$ cat src/rtl/ms_ftdi_phy_pkg.sv
// Shared FSM encoding and default timing constants for the FT245 debug PHY.
package ms_ftdi_phy_pkg;

  typedef enum logic [2:0] {
    ST_IDLE     = 3'd0,
    ST_RD_LOW   = 3'd1,
    ST_RD_GAP   = 3'd2,
    ST_WR_SETUP = 3'd3,
    ST_WR_LOW   = 3'd4,
    ST_WR_GAP   = 3'd5,
    ST_SIWU     = 3'd6
  } phy_state_t;

  localparam int DEF_RD_LOW_LEN   = 4;
  localparam int DEF_RD_GAP_LEN   = 3;
  localparam int DEF_WR_SETUP_LEN = 1;
  localparam int DEF_WR_LOW_LEN   = 3;
  localparam int DEF_WR_GAP_LEN   = 3;
  localparam int DEF_SIWU_LEN     = 4;
  localparam int DEF_FIFO_LOG     = 2;
  localparam int DEF_LED_HOLD_MS  = 32;

  localparam int TIMER_W = 8;

  // Timer value on the final cycle of a phase lasting len cycles.
  function automatic logic [TIMER_W-1:0] len_to_last(input int len);
    return TIMER_W'(len - 1);
  endfunction

endpackage

$ cat src/rtl/ms_ftdi_phy_fifo.sv
// Small synchronous FIFO with clock enable; head is visible combinationally.
module ms_ftdi_phy_fifo #(
  parameter int WIDTH = 8,
  parameter int LOG   = 2
) (
  input  logic             clk,
  input  logic             rst,
  input  logic             en,
  input  logic             push,
  input  logic [WIDTH-1:0] push_data,
  input  logic             pop,
  output logic [WIDTH-1:0] head,
  output logic             empty,
  output logic             full
);

  localparam int DEPTH = 1 << LOG;

  logic [WIDTH-1:0] mem [DEPTH];
  logic [LOG:0]     wr_ptr;
  logic [LOG:0]     rd_ptr;
  logic             do_push;
  logic             do_pop;

  // Extra pointer bit distinguishes full from empty when the addresses match.
  assign empty   = (wr_ptr == rd_ptr);
  assign full    = (wr_ptr[LOG] != rd_ptr[LOG]) && (wr_ptr[LOG-1:0] == rd_ptr[LOG-1:0]);
  assign do_pop  = pop && !empty;
  assign do_push = push && (!full || do_pop);
  assign head    = mem[rd_ptr[LOG-1:0]];

  always_ff @(posedge clk) begin
    if (rst) begin
      wr_ptr <= '0;
      rd_ptr <= '0;
    end else if (en) begin
      if (do_push) wr_ptr <= wr_ptr + (LOG+1)'(1);
      if (do_pop)  rd_ptr <= rd_ptr + (LOG+1)'(1);
    end
  end

  always_ff @(posedge clk) begin
    if (en && do_push) mem[wr_ptr[LOG-1:0]] <= push_data;
  end

endmodule

$ cat src/rtl/ms_ftdi_phy.sv
// FT245 asynchronous FIFO-mode PHY: RD#/WR#/SIWU# sequencing with rx/tx byte buffers.
module ms_ftdi_phy
  import ms_ftdi_phy_pkg::*;
#(
  parameter int CRdLowLen   = DEF_RD_LOW_LEN,
  parameter int CRdGapLen   = DEF_RD_GAP_LEN,
  parameter int CWrSetupLen = DEF_WR_SETUP_LEN,
  parameter int CWrLowLen   = DEF_WR_LOW_LEN,
  parameter int CWrGapLen   = DEF_WR_GAP_LEN,
  parameter int CSiwuLen    = DEF_SIWU_LEN,
  parameter int CFifoLog    = DEF_FIFO_LOG,
  parameter int CLedHoldMs  = DEF_LED_HOLD_MS
) (
  input  logic       AClkH,
  input  logic       AResetH,
  input  logic       AClkHEn,
  input  logic [7:0] ADbgDataI,
  output logic [7:0] ADbgDataO,
  output logic       ADbgDataOE,
  input  logic       ADbgRF,
  input  logic       ADbgTE,
  output logic       ADbgRd,
  output logic       ADbgWr,
  output logic       ADbgSiwu,
  output logic [1:0] ADbgLed,
  input  logic       ASync1K,
  output logic [7:0] ARxData,
  output logic       ARxValid,
  input  logic       ARxReady,
  input  logic [7:0] ATxData,
  input  logic       ATxValid,
  output logic       ATxReady,
  input  logic       ASendNow
);

  localparam int LED_W = $clog2(CLedHoldMs + 1);

  // User side: a byte moves on valid && ready; both are forced low during reset.
  phy_state_t         state;
  phy_state_t         next_state;
  logic [TIMER_W-1:0] timer;
  logic [TIMER_W-1:0] last_cnt;
  logic               last;
  logic               rf_meta, rf_s, te_meta, te_s;
  logic               rd_ok, wr_ok;
  logic               flush_pend;
  logic               rr_wr_prio;
  logic               rx_empty, rx_full, tx_empty, tx_full;
  logic               rx_push, rx_pop, tx_push, tx_pop;
  logic [7:0]         tx_head;
  logic [7:0]         data_o;
  logic [LED_W-1:0]   led_rx, led_tx;

  always_ff @(posedge AClkH) begin
    if (AResetH) begin
      rf_meta <= 1'b1;
      rf_s    <= 1'b1;
      te_meta <= 1'b1;
      te_s    <= 1'b1;
    end else if (AClkHEn) begin
      rf_meta <= ADbgRF;
      rf_s    <= rf_meta;
      te_meta <= ADbgTE;
      te_s    <= te_meta;
    end
  end

  assign ARxValid = !rx_empty && !AResetH;
  assign ATxReady = !tx_full && !AResetH;
  assign rx_pop   = ARxValid && ARxReady;
  assign tx_push  = ATxValid && ATxReady;
  assign rx_push  = (state == ST_RD_LOW) && last;
  assign tx_pop   = (state == ST_IDLE) && (next_state == ST_WR_SETUP);
  assign rd_ok    = !rf_s && !rx_full;
  assign wr_ok    = !te_s && !tx_empty;

  ms_ftdi_phy_fifo #(.WIDTH(8), .LOG(CFifoLog)) u_rx_fifo (
    .clk(AClkH), .rst(AResetH), .en(AClkHEn),
    .push(rx_push), .push_data(ADbgDataI), .pop(rx_pop),
    .head(ARxData), .empty(rx_empty), .full(rx_full)
  );

  ms_ftdi_phy_fifo #(.WIDTH(8), .LOG(CFifoLog)) u_tx_fifo (
    .clk(AClkH), .rst(AResetH), .en(AClkHEn),
    .push(tx_push), .push_data(ATxData), .pop(tx_pop),
    .head(tx_head), .empty(tx_empty), .full(tx_full)
  );

  always_comb begin
    last_cnt = '0;
    case (state)
      ST_RD_LOW:   last_cnt = len_to_last(CRdLowLen);
      ST_RD_GAP:   last_cnt = len_to_last(CRdGapLen);
      ST_WR_SETUP: last_cnt = len_to_last(CWrSetupLen);
      ST_WR_LOW:   last_cnt = len_to_last(CWrLowLen);
      ST_WR_GAP:   last_cnt = len_to_last(CWrGapLen);
      ST_SIWU:     last_cnt = len_to_last(CSiwuLen);
      default:     last_cnt = '0;
    endcase
  end

  assign last = (timer == last_cnt);

  always_ff @(posedge AClkH) begin
    if (AResetH) begin
      state <= ST_IDLE;
      timer <= '0;
    end else if (AClkHEn) begin
      state <= next_state;
      timer <= (next_state != state) ? '0 : timer + TIMER_W'(1);
    end
  end

  always_comb begin
    next_state = state;
    case (state)
      ST_IDLE: begin
        if (rd_ok && wr_ok)  next_state = rr_wr_prio ? ST_WR_SETUP : ST_RD_LOW;
        else if (rd_ok)      next_state = ST_RD_LOW;
        else if (wr_ok)      next_state = ST_WR_SETUP;
        else if (flush_pend) next_state = ST_SIWU;
      end
      ST_RD_LOW:   if (last) next_state = ST_RD_GAP;
      ST_RD_GAP:   if (last) next_state = ST_IDLE;
      ST_WR_SETUP: if (last) next_state = ST_WR_LOW;
      ST_WR_LOW:   if (last) next_state = ST_WR_GAP;
      ST_WR_GAP:   if (last) next_state = ST_IDLE;
      ST_SIWU:     if (last) next_state = ST_IDLE;
      default:     next_state = ST_IDLE;
    endcase
  end

  always_comb begin
    ADbgRd     = 1'b1;
    ADbgWr     = 1'b1;
    ADbgSiwu   = 1'b1;
    ADbgDataOE = 1'b0;
    case (state)
      ST_RD_LOW:   ADbgRd = 1'b0;
      ST_WR_SETUP: ADbgDataOE = 1'b1;
      ST_WR_LOW: begin
        ADbgWr     = 1'b0;
        ADbgDataOE = 1'b1;
      end
      ST_WR_GAP:   ADbgDataOE = (timer == '0);
      ST_SIWU:     ADbgSiwu = 1'b0;
      default: ;
    endcase
  end

  assign ADbgDataO = data_o;
  assign ADbgLed   = {led_tx != '0, led_rx != '0};

  // The flush flag drops as SIWU starts so a request arriving during the pulse earns another.
  always_ff @(posedge AClkH) begin
    if (AResetH) begin
      flush_pend <= 1'b0;
      rr_wr_prio <= 1'b0;
      data_o     <= '0;
      led_rx     <= '0;
      led_tx     <= '0;
    end else if (AClkHEn) begin
      if (ASendNow)                                          flush_pend <= 1'b1;
      else if (state == ST_IDLE && next_state == ST_SIWU)    flush_pend <= 1'b0;

      if (tx_pop) begin
        data_o     <= tx_head;
        rr_wr_prio <= 1'b0;
      end else if (state == ST_IDLE && next_state == ST_RD_LOW) begin
        rr_wr_prio <= 1'b1;
      end

      if (rx_push)                      led_rx <= LED_W'(CLedHoldMs);
      else if (ASync1K && led_rx != '0) led_rx <= led_rx - LED_W'(1);

      if (state == ST_WR_LOW && last)   led_tx <= LED_W'(CLedHoldMs);
      else if (ASync1K && led_tx != '0) led_tx <= led_tx - LED_W'(1);
    end
  end

endmodule

$ cat config.mk
export PLATFORM = sky130hd
export DESIGN_NAME = ms_ftdi_phy
export DESIGN_NICKNAME = d
export VERILOG_FILES = /design/src/rtl/ms_ftdi_phy_pkg.sv /design/src/rtl/ms_ftdi_phy_fifo.sv /design/src/rtl/ms_ftdi_phy.sv
export SDC_FILE = /design/constraint.sdc
export NUM_CORES = 1
export LEC_CHECK = 0
export BUFFER_PORTS_ARGS = -buffer_cell sky130_fd_sc_hd__clkbuf_2
export CORE_ASPECT_RATIO = 2
export CORE_MARGIN = 3
export CORE_UTILIZATION = 54
export DETAILED_ROUTE_END_ITERATION = 10
export GPL_TIMING_DRIVEN = 0
export PLACE_DENSITY = 0.76
export SKIP_CTS_REPAIR_TIMING = 1
export SLEW_MARGIN = 40
export SYNTH_ARGS = -nofsm -noshare
export SYNTH_HDL_FRONTEND = slang
export SYNTH_HIERARCHICAL = 1
export SYNTH_SLANG_ARGS = --single-unit
$ cat constraint.sdc
create_clock -name AClkH -period 2.91 [get_ports AClkH]
set_clock_uncertainty 0.05 [all_clocks]
set_input_delay 0.582 -clock AClkH [delete_from_list [all_inputs] [get_ports AClkH]]
set_output_delay 0.582 -clock AClkH [all_outputs]
set_load 0.02 [all_outputs]
After elaboration in Yosys (flattened, before gate mapping)
Memories as Yosys holds them, arrays and structs flattened. A register that Yosys moved wholly into a read port is not among the register bits.
Index checks and enable logic that the tools add are counted.
{"block": "word_totals", "regBits": 41, "ramBits": 64, "output_inout_bits": 24, "elab_cells": 122, "mem_count": 2}
{"block": "classes", "addsub": 7, "n_eq_ne": 17, "n_mux": 30, "reduce_logical": 52}
{"memory": "u_rx_fifo.mem", "words": 4, "word_bits": 8, "rd": 1, "rd_clocked_by_memory_dff": 1, "write_ports": 1, "line": "ms_ftdi_phy_fifo.sv:19", "text": "logic [WIDTH-1:0] mem [DEPTH];"}
{"memory": "u_tx_fifo.mem", "words": 4, "word_bits": 8, "rd": 1, "rd_clocked_by_memory_dff": 1, "write_ports": 1, "line": "ms_ftdi_phy_fifo.sv:19"}
{"op": "3-bit 2-to-1 mux", "n": 8}
{"op": "6-bit 2-to-1 mux", "n": 4}
{"op": "1-bit logical AND", "n": 22}
{"op": "2-bit AND reduction", "n": 9}
{"op": "3-bit case mux with 5 select lines", "n": 1}
{"op": "3-bit by 1-bit adder with 3-bit output, second input constant", "n": 4}
{"op": "3-bit equality test, second input constant", "n": 4}
{"op": "6-bit nonzero test", "n": 2}
{"op": "6-bit by 1-bit subtractor with 6-bit output, second input constant", "n": 2}
{"op": "1-bit 2-to-1 mux", "n": 11}
{"op": "3-bit by 2-bit equality test with 1-bit output, second input constant", "n": 3}
{"op": "8-bit by 1-bit adder with 8-bit output, second input constant", "n": 1}
{"op": "8-bit equality test", "n": 1}
{"op": "8-bit zero test", "n": 1}
{"op": "8-bit 2-to-1 mux", "n": 1}
{"op": "2-bit nonzero test", "n": 4}
{"op": "1-bit zero test", "n": 7}
{"op": "3-bit by 1-bit equality test with 1-bit output, second input constant", "n": 2}
{"op": "3-bit equality test", "n": 2}
{"op": "2-bit 2-to-1 mux", "n": 3}
{"op": "3-bit OR reduction", "n": 2}
{"op": "2-bit equality test", "n": 2}
{"op": "2-bit case mux with 2 select lines", "n": 1}
{"op": "2-bit OR reduction", "n": 2}
{"op": "5 further kinds", "n": 7}

Longest topological paths before layout
Gate-level depths: netlist of run 1.
{"block": "depth", "ltp_word": 15, "ltp_mapped": 11, "ltp_nobuf": 11}

By module
The synthesis of run 1 kept the hierarchy.
{"mod": "ms_ftdi_phy_fifo", "n_inst": 2, "cells_each": 97, "area_per_inst_um2": 1701.6}
{"mod": "ms_ftdi_phy", "n_inst": 1, "cells_each": 252, "area_per_inst_um2": 2080.7}

Least setup slack after synthesis of run 1
Ideal clock, no wire load.
{"block": "synth_path", "path_type": "register -> register", "startpoint": "register state[2]", "endpoint": "memory u_tx_fifo.mem[2][0] (enable)", "setup_time_ns": 0.332, "arrival_ns": 2.405, "setup_slack_ns": 0.124, "stages_incl_launch_ff": 10, "n_path_buf": 1, "period_less_slack_ns": 2.786, "cell_sequence": "dfxtp_1 -> clkbuf_2 -> or3b_1 -> nor4_4 -> a21oi_2 -> and2_1 -> nor2_1 -> inv_1 -> a41oi_2 -> and2_1"}
{"block": "synth_between", "elab_chain_cells": 14}
{"element": "start: declaration", "line": "ms_ftdi_phy.sv:39", "text": "phy_state_t state;"}
{"element": "start signal: assignment", "line": "ms_ftdi_phy.sv:109", "text": "state <= next_state;"}
{"element": "3-bit equality test, or another cell as far along", "line": "ms_ftdi_phy.sv:91, ms_ftdi_phy.sv:116"}
{"element": "3-bit OR reduction (no source line) / 2-bit OR reduction (equally long branches)"}
{"element": "2-bit case mux with 2 select lines", "line": "ms_ftdi_phy.sv:91", "text": "case (state)"}
{"element": "8-bit equality test", "line": "ms_ftdi_phy.sv:102", "text": "assign last = (timer == last_cnt);"}
{"element": "3-bit 2-to-1 mux, on equally long branches"}
{"element": "3-bit case mux with 5 select lines", "line": "ms_ftdi_phy.sv:116", "text": "case (state)"}
{"element": "3-bit by 2-bit equality test with 1-bit output", "line": "ms_ftdi_phy.sv:73", "text": "assign tx_pop = (state == ST_IDLE) && (next_state == ST_WR_SETUP);"}
{"element": "1-bit logical AND *", "line": "ms_ftdi_phy.sv:73"}
{"element": "named net tx_pop", "line": "ms_ftdi_phy.sv:49", "text": "logic rx_push, rx_pop, tx_push, tx_pop;"}
{"element": "1-bit logical AND *", "line": "ms_ftdi_phy_fifo.sv:28", "text": "assign do_pop = pop && !empty;"}
{"element": "1-bit logical OR *", "line": "ms_ftdi_phy_fifo.sv:29", "text": "assign do_push = push && (!full || do_pop);"}
{"element": "1-bit logical AND *", "line": "ms_ftdi_phy_fifo.sv:29"}
{"element": "1-bit logical AND *", "line": "ms_ftdi_phy_fifo.sv:43", "text": "if (en && do_push) mem[wr_ptr[LOG-1:0]] <= push_data;"}
{"element": "1-bit 2-to-1 mux *", "line": "ms_ftdi_phy_fifo.sv:43"}
{"element": "1-bit 2-to-1 mux (not written as such) *", "line": "ms_ftdi_phy_fifo.sv:43"}
{"element": "end: declaration", "line": "ms_ftdi_phy_fifo.sv:19"}
The timed path passes the listed nets; every way through them passes the cells marked *.

Worst setup path after layout of run 1
{"block": "layout_path", "startpoint": "register state[2]", "endpoint": "memory u_tx_fifo.mem[2][1] (enable)"}
Same word-level chain as after synthesis.

==> impl_results.md, run 1 <==
* Initial core utilization at 55.81%
* Cell breakdown of the critical path: clkbuf_2 -> or3b_1 -> nor4_4 -> a21oi_2 -> and2_1 -> nor2_4 -> inv_1 -> a41oi_4 -> and2_4
* Worst-skew pair later-pin latency at 410 ps
* Avg Cell Area, Syn at 12.30 um^2
* Nets at 564
* FF/Latch Area at 0.002987 mm^2
* Initial DRC Count at 201
* CP Launch Point: state[2]
* Clk pin slew, worst setup/hold paths at 50 ps
* Tcrit/Tclk final at 95.81%
* H-tree levels at 4
* Final core utilization at 67.77%
* TritonCTS Buffers at 17
* Via density per instance at 5.687
* CP Capture Point: u_tx_fifo/mem[2][1]
* Synth Flop Type: edfxtp_1
* Cell count after synthesis at 446
* Clk buf depth at 2
* Synth area leader: edfxtp_1
* Total GRT Usage at 20.93%
* Maximum VDD drop at 0.6620 mV
* Number of global-route vias before repair at 3918
* DRC Markers at 0
* Core region area at 0.009827 mm^2
* Worst R2R Start: state[2]
* Wire per inst at 16.87 um
* Leak pwr at 2.384 nW
* CP startpoint kind: register
* Crit. End Element: register
* Grt total ovfl at 0
* Hold Violations, Final at 0
* Kind of critical path: register to register
* Cell Rows at 51
* Cell area after synthesis at 0.005484 mm^2
* Initial antenna violation count at 0
* Via count at 3799
* Antenna Cells at 0
* Post-layout instance area at 0.006660 mm^2
* Layout cell share with drive strength beyond 1 at 27.80%
* Synthesized net count at 487
* Dpl cells at 626
* Port Buffers at 48
* Post-synth EDFFs at 64
* Post-synthesis sequential area ratio at 54.39%
* Distinct cells, synth at 61
* Reg2Reg Depth at 9
* Synthesis-to-layout area growth at 21.45%
* Multi-input gate area at 0.002435 mm^2
* Data required, critical path at 2970 ps
* Status: complete, no violations
* Pre-CTS setup slack at -461.5 ps
* Max incr delay on CP at 460 ps
* Die W at 77.26 um
* WL final at 11270 um
* # fillers at 759
* Pre-antenna DRT Iters at 4
* Hpwl dp at 7797 um
* FFs w/ async S/R, synth at 0%
* Final Max Slew Viols at 0
* Critical Path AT at 2840 ps
* Worst-path maximum fanout at 8
* Root Buffer: clkbuf_16
* TritonCTS clock tree: built
* First-pass GRT wire length at 18770 um
* Synthesized flop and latch total at 117
* Critical R2R Capture: u_tx_fifo/mem[2][1]
* Critical path depth at 9
* Max cap viols at 0
* Worst Max-Slew Pin Slew at 695.0 ps
* Setup WS post-layout at 121.8 ps
* Critical path's top delay family: simple AND/OR/NAND/NOR gates
* Final setup vio count at 0
* Synth area leaders: edfxtp_1, dfxtp_1, mux4_2
* Worst Hold Class: primary input to register
* Crit path time final at 2788 ps
* Final cell count without fillers at 668
* Cell Pwr Density at 664.5 mW/mm^2
* Reg2reg setup slack at 120 ps
* Antenna violation net count after detailed routing at 0
* Die Y-Extent at 148.5 um
* IO Pins at 49
* Slowest-stage cell, CP: or3b_1
* Cell with the most instances after synthesis: edfxtp_1
* Max-slew headroom at 53.67%
* Largest net degree at the start of global routing at 17
* Worst-case hold slack at 340.7 ps
* Post-synth top area share at 35.04%
* RePlAce Congestion at 0.9407
* Sum of buffers and inverters on the critical path at 2
* Placed cell area at 0.005889 mm^2
* Clock Sinks at 117
* DIE AREA at 0.01147 mm^2
* Synth warn at 6
* Fmax at 358.7 MHz
* Commonest cells post-synth: edfxtp_1, dfxtp_1, nor2_1
[report_power, final]
part	internal [W]	switching, W	total [W]
sequential	0.00180	0.0000447	0.00184
clock	0.00134	0.000724	0.00206
combinational	0.000205	0.000317	0.000522
total	0.00334	0.00109	0.00443
[cell families after synthesis]
family / count (synthesis) / synth area share (%)
AOI/OAI and AO/OA: 61 / 9.400
xor gates and xnor gates: 22 / 4.335
adders and majority gates: 16 / 3.650
buffers and inverters: 40 / 2.875
DFF: 117 / 54.39
muxes: 39 / 11.09
and+or+nand+nor: 151 / 14.26
[layout by cell type (no fill, tap or decap), types with 4 or more instances in the layout]
cell type	instances
nor2_1	46
edfxtp_1	64
o21ai_0	7
a31oi_1	6
a21oi_1	8
nand3_1	16
clkinv_2	4
a311o_1	4
buf_2	6
inv_1	22
a211o_1	4
mux4_2	16
mux2i_1	15
nand2b_1	10
clkbuf_2	48
xnor2_1	11
nor3_1	7
buf_4	9
clkbuf_1	10
and2_1	7
dfxtp_1	50
xor2_1	5
clkbuf_16	17
nand2_1	28
nor2b_1	10
ha_1	16
mux2_2	6
[layout make-up]
| type | instances | share of cell area (%) |
|---|---|---|
| Sequential cell | 117 | 44.84 |
| Clock inverter | 14 | 2.386 |
| Clock buffer | 18 | 6.444 |
| Buffer | 18 | 1.127 |
| Timing Repair Buffer | 58 | 4.922 |
| Inverter | 22 | 1.240 |
| Tap cell | 132 | 2.480 |
| Multi-Input combinational cell | 289 | 36.56 |
[per-layer routing]
metal	up-vias	global-route usage [%]	wire length (um)
li1	1788	-	-
met1	1884	21.85	4146
met2	102	38.73	6344
met3	25	4.485	445
met4	0	10.61	332
met5	-	0	0
[through the flow]
stage,total power [W],TNS (ps)
3_3_place_gp,0.002349,-11820
4_1_cts,0.004441,-14210
3_5_place_dp,0.002373,-13290
2_1_floorplan,0.002236,0
5_1_grt,0.004606,-1227
6_report,0.004426,0
[worst min-delay path by stage]
stage               startpoint             endpoint  slack, ps  cells after the start
CTS                 ATxData[0]  u_tx_fifo/mem[1][0]        330                      1
detailed placement     te_meta                 te_s        400                      1
finish              ATxData[0]  u_tx_fifo/mem[1][0]        340                      1
floorplan              rf_meta                 rf_s        380                      1
global route        ATxData[4]  u_tx_fifo/mem[2][4]        340                      1
global placement       rf_meta                 rf_s        390                      1
[sequential cells by signal, indices dropped and copies added (netlist names), 3 cells and up, named ones only]
name	flops
state	3
u_rx_fifo/rd_ptr	3
u_tx_fifo/mem	32
timer	8
u_tx_fifo/wr_ptr	3
ADbgDataO	8
u_rx_fifo/mem	32
u_rx_fifo/wr_ptr	3
led_rx	6
led_tx	6
u_tx_fifo/rd_ptr	3
(Power assumes the default switching activity.)
==> run 2, diff against run 1 <==
==> constraint.sdc (replaced) <==
create_clock -name AClkH -period 2.91 [get_ports AClkH]
set_clock_uncertainty 0.05 [all_clocks]
set_input_delay 0.291 -clock AClkH [delete_from_list [all_inputs] [get_ports AClkH]]
set_output_delay 0.291 -clock AClkH [all_outputs]
set_load 0.02 [all_outputs]
==> run 2 against run 1 <==
  * Utilization down 0.15 points
  * Fmax about the same
  * Largest cell class unchanged
  * Final area down 0.23%
  * Clock power about the same
  * Wire length down 0.51%
  * Register-to-register slack about the same
==> impl_results.md, run 2 (same netlist as run 1, synthesis figures left out) <==
* Critical path depth at 9 (unchanged)
* Worst-skew pair later-pin latency at 400 ps (was 410 ps)
* Reg2Reg Depth at 9 (unchanged)
* Max cap viols at 0 (unchanged)
* RePlAce Congestion at 0.9407 (unchanged)
* Data required, critical path at 2960 ps (was 2970 ps)
* Clk buf depth at 2 (unchanged)
* DIE AREA at 0.01147 mm^2 (unchanged)
* Root Buffer: clkbuf_16 (unchanged)
* Via density per instance at 5.634 (was 5.687)
* Crit path time final at 2789 ps (was 2788 ps)
* Antenna violation net count after detailed routing at 0 (unchanged)
* Depth of the worst hold-timing path at 1 (unchanged)
* Commonest non-fill, non-tap cells in the layout: edfxtp_1, dfxtp_1, clkbuf_2 (unchanged)
* Final core utilization at 67.62% (was 67.77%)
* TritonCTS clock tree: built (unchanged)
* TritonCTS Buffers at 17 (unchanged)
* First-pass GRT wire length at 18770 um (unchanged)
* Cell breakdown of the critical path: clkbuf_2 -> or3b_1 -> nor4_4 -> a21oi_2 -> and2_1 -> nor2_4 -> inv_1 -> a41oi_4 -> and2_4 (unchanged)
* Combinational power share at 11.8% (about the same)
* Die W at 77.26 um (unchanged)
* Core region area at 0.009827 mm^2 (unchanged)
* Via count at 3758 (was 3799)
* Hpwl dp at 7797 um (unchanged)
* Sw Ratio at 24.45% (was 24.52%)
* Post-layout instance area at 0.006645 mm^2 (was 0.006660 mm^2)
* IO Pins at 49 (unchanged)
* Power Internal at 0.003340 W (about the same)
* Die Y-Extent at 148.5 um (unchanged)
* Power, Total at 0.004422 W (was 0.004426 W)
* Layout cell share with drive strength beyond 1 at 27.48% (was 27.80%)
* Maximum VDD drop at 0.6609 mV (was 0.6620 mV)
* H-tree levels at 4 (unchanged)
* Leak pwr at 2.374 nW (was 2.384 nW)
* Kind of critical path: register to register (unchanged)
* Final Max Slew Viols at 0 (unchanged)
* Number of global-route vias before repair at 3918 (unchanged)
* Clk pin slew, worst setup/hold paths at 50 ps (about the same)
* Initial antenna violation count at 0 (unchanged)
* Fmax at 358.5 MHz (was 358.7 MHz)
* DRC Markers at 0 (unchanged)
* Pre-antenna DRT Iters at 4 (unchanged)
* Largest net degree at the start of global routing at 17 (unchanged)
* Antenna Cells at 0 (unchanged)
* Initial DRC Count at 187 (was 201)
* Switch Pwr at 0.001081 W (was 0.001085 W)
* Final setup vio count at 0 (unchanged)
* Worst Hold Class: primary input to register (unchanged)
* Critical path's top delay family: simple AND/OR/NAND/NOR gates (unchanged)
* Worst Max-Slew Pin Slew at 689.5 ps (was 695.0 ps)
* Cell Pwr Density at 665.4 mW/mm^2 (was 664.5 mW/mm^2)
* Clock network power share at 46.5% (was 46.6%)
* Worst-path maximum fanout at 8 (unchanged)
* Worst-case hold slack at 52.58 ps (was 340.7 ps)
* WL final at 11210 um (was 11270 um)
* Tcrit/Tclk final at 95.85% (was 95.81%)
* Crit. End Element: register (unchanged)
* Cell Rows at 51 (unchanged)
* Total GRT Usage at 20.93% (unchanged)
* Max incr delay on CP at 460 ps (about the same)
* Sum of buffers and inverters on the critical path at 2 (unchanged)
* Wire per inst at 16.81 um (was 16.87 um)
* Nets at 563 (was 564)
* Initial core utilization at 55.81% (unchanged)
* Clock Sinks at 117 (unchanged)
* CP startpoint kind: register (unchanged)
* Commonest non-fill, non-tap cell in the layout: edfxtp_1 (unchanged)
* # fillers at 761 (was 759)
* Placed cell area at 0.005889 mm^2 (unchanged)
* Slowest-stage cell, CP: or3b_1 (unchanged)
* Port Buffers at 48 (unchanged)
* Critical Path AT at 2840 ps (about the same)
* Hold Violations, Final at 0 (unchanged)
* Status: complete, no violations (unchanged)
* Grt total ovfl at 0 (unchanged)
* Synthesis-to-layout area growth at 21.17% (was 21.45%)
* Max-slew headroom at 54.04% (was 53.67%)
* Register share of total power at 41.7% (was 41.6%)
run 2: path summary, 6_finish.rpt:
| kind | end | slack (ps) | from |
|---|---|---|---|
| hold / removal | u_tx_fifo/mem[1][0] | 50 | ATxData[0] |
| setup / recovery | u_tx_fifo/mem[2][1] | 120 | state[2] |
| setup reg to reg | u_tx_fifo/mem[2][1] | 120 | state[2] |
| hold reg to reg | te_s | 410 | te_meta |
run 2: per-layer routing:
metal  vias to the layer above  part of all wire [%]  global-route usage, %
li1                       1789                     -                      -
met1                      1845                    36                  21.85
met2                        99                    57                  38.73
met3                        25                   3.9                  4.485
met4                         0                   2.8                  10.61
met5                         -                     0                      0
run 2: cell type report:
type                            instances  area (um^2)  share of cell area [%]
Buffer                                 18        75.07                   1.130
Inverter                               22        82.58                   1.243
Tap cell                              132        165.2                   2.485
Sequential cell                       117         2987                   44.94
Clock buffer                           18        429.2                   6.458
Timing Repair Buffer                   57        320.3                   4.820
Multi-Input combinational cell        289         2427                   36.53
Clock inverter                         14        158.9                   2.391
run 2: per-stage QoR:
stage          cells  setup WS, ps  TNS (ps)
6_report         667         120.9         0
3_5_place_dp     626        -461.5    -13290
4_1_cts          658        -485.6    -14210
2_1_floorplan    446         123.8         0
3_3_place_gp     626        -399.4    -11820
5_1_grt          667        -62.94     -1227
run 2: power by group through the flow:
stage               Clock [W]  Combinational, W  Sequential [W]
floorplan                   0          0.000368         0.00187
global placement            0          0.000477         0.00187
detailed placement          0          0.000498         0.00187
CTS                   0.00209          0.000507         0.00184
global route          0.00218          0.000583         0.00185
finish                0.00206          0.000522         0.00184
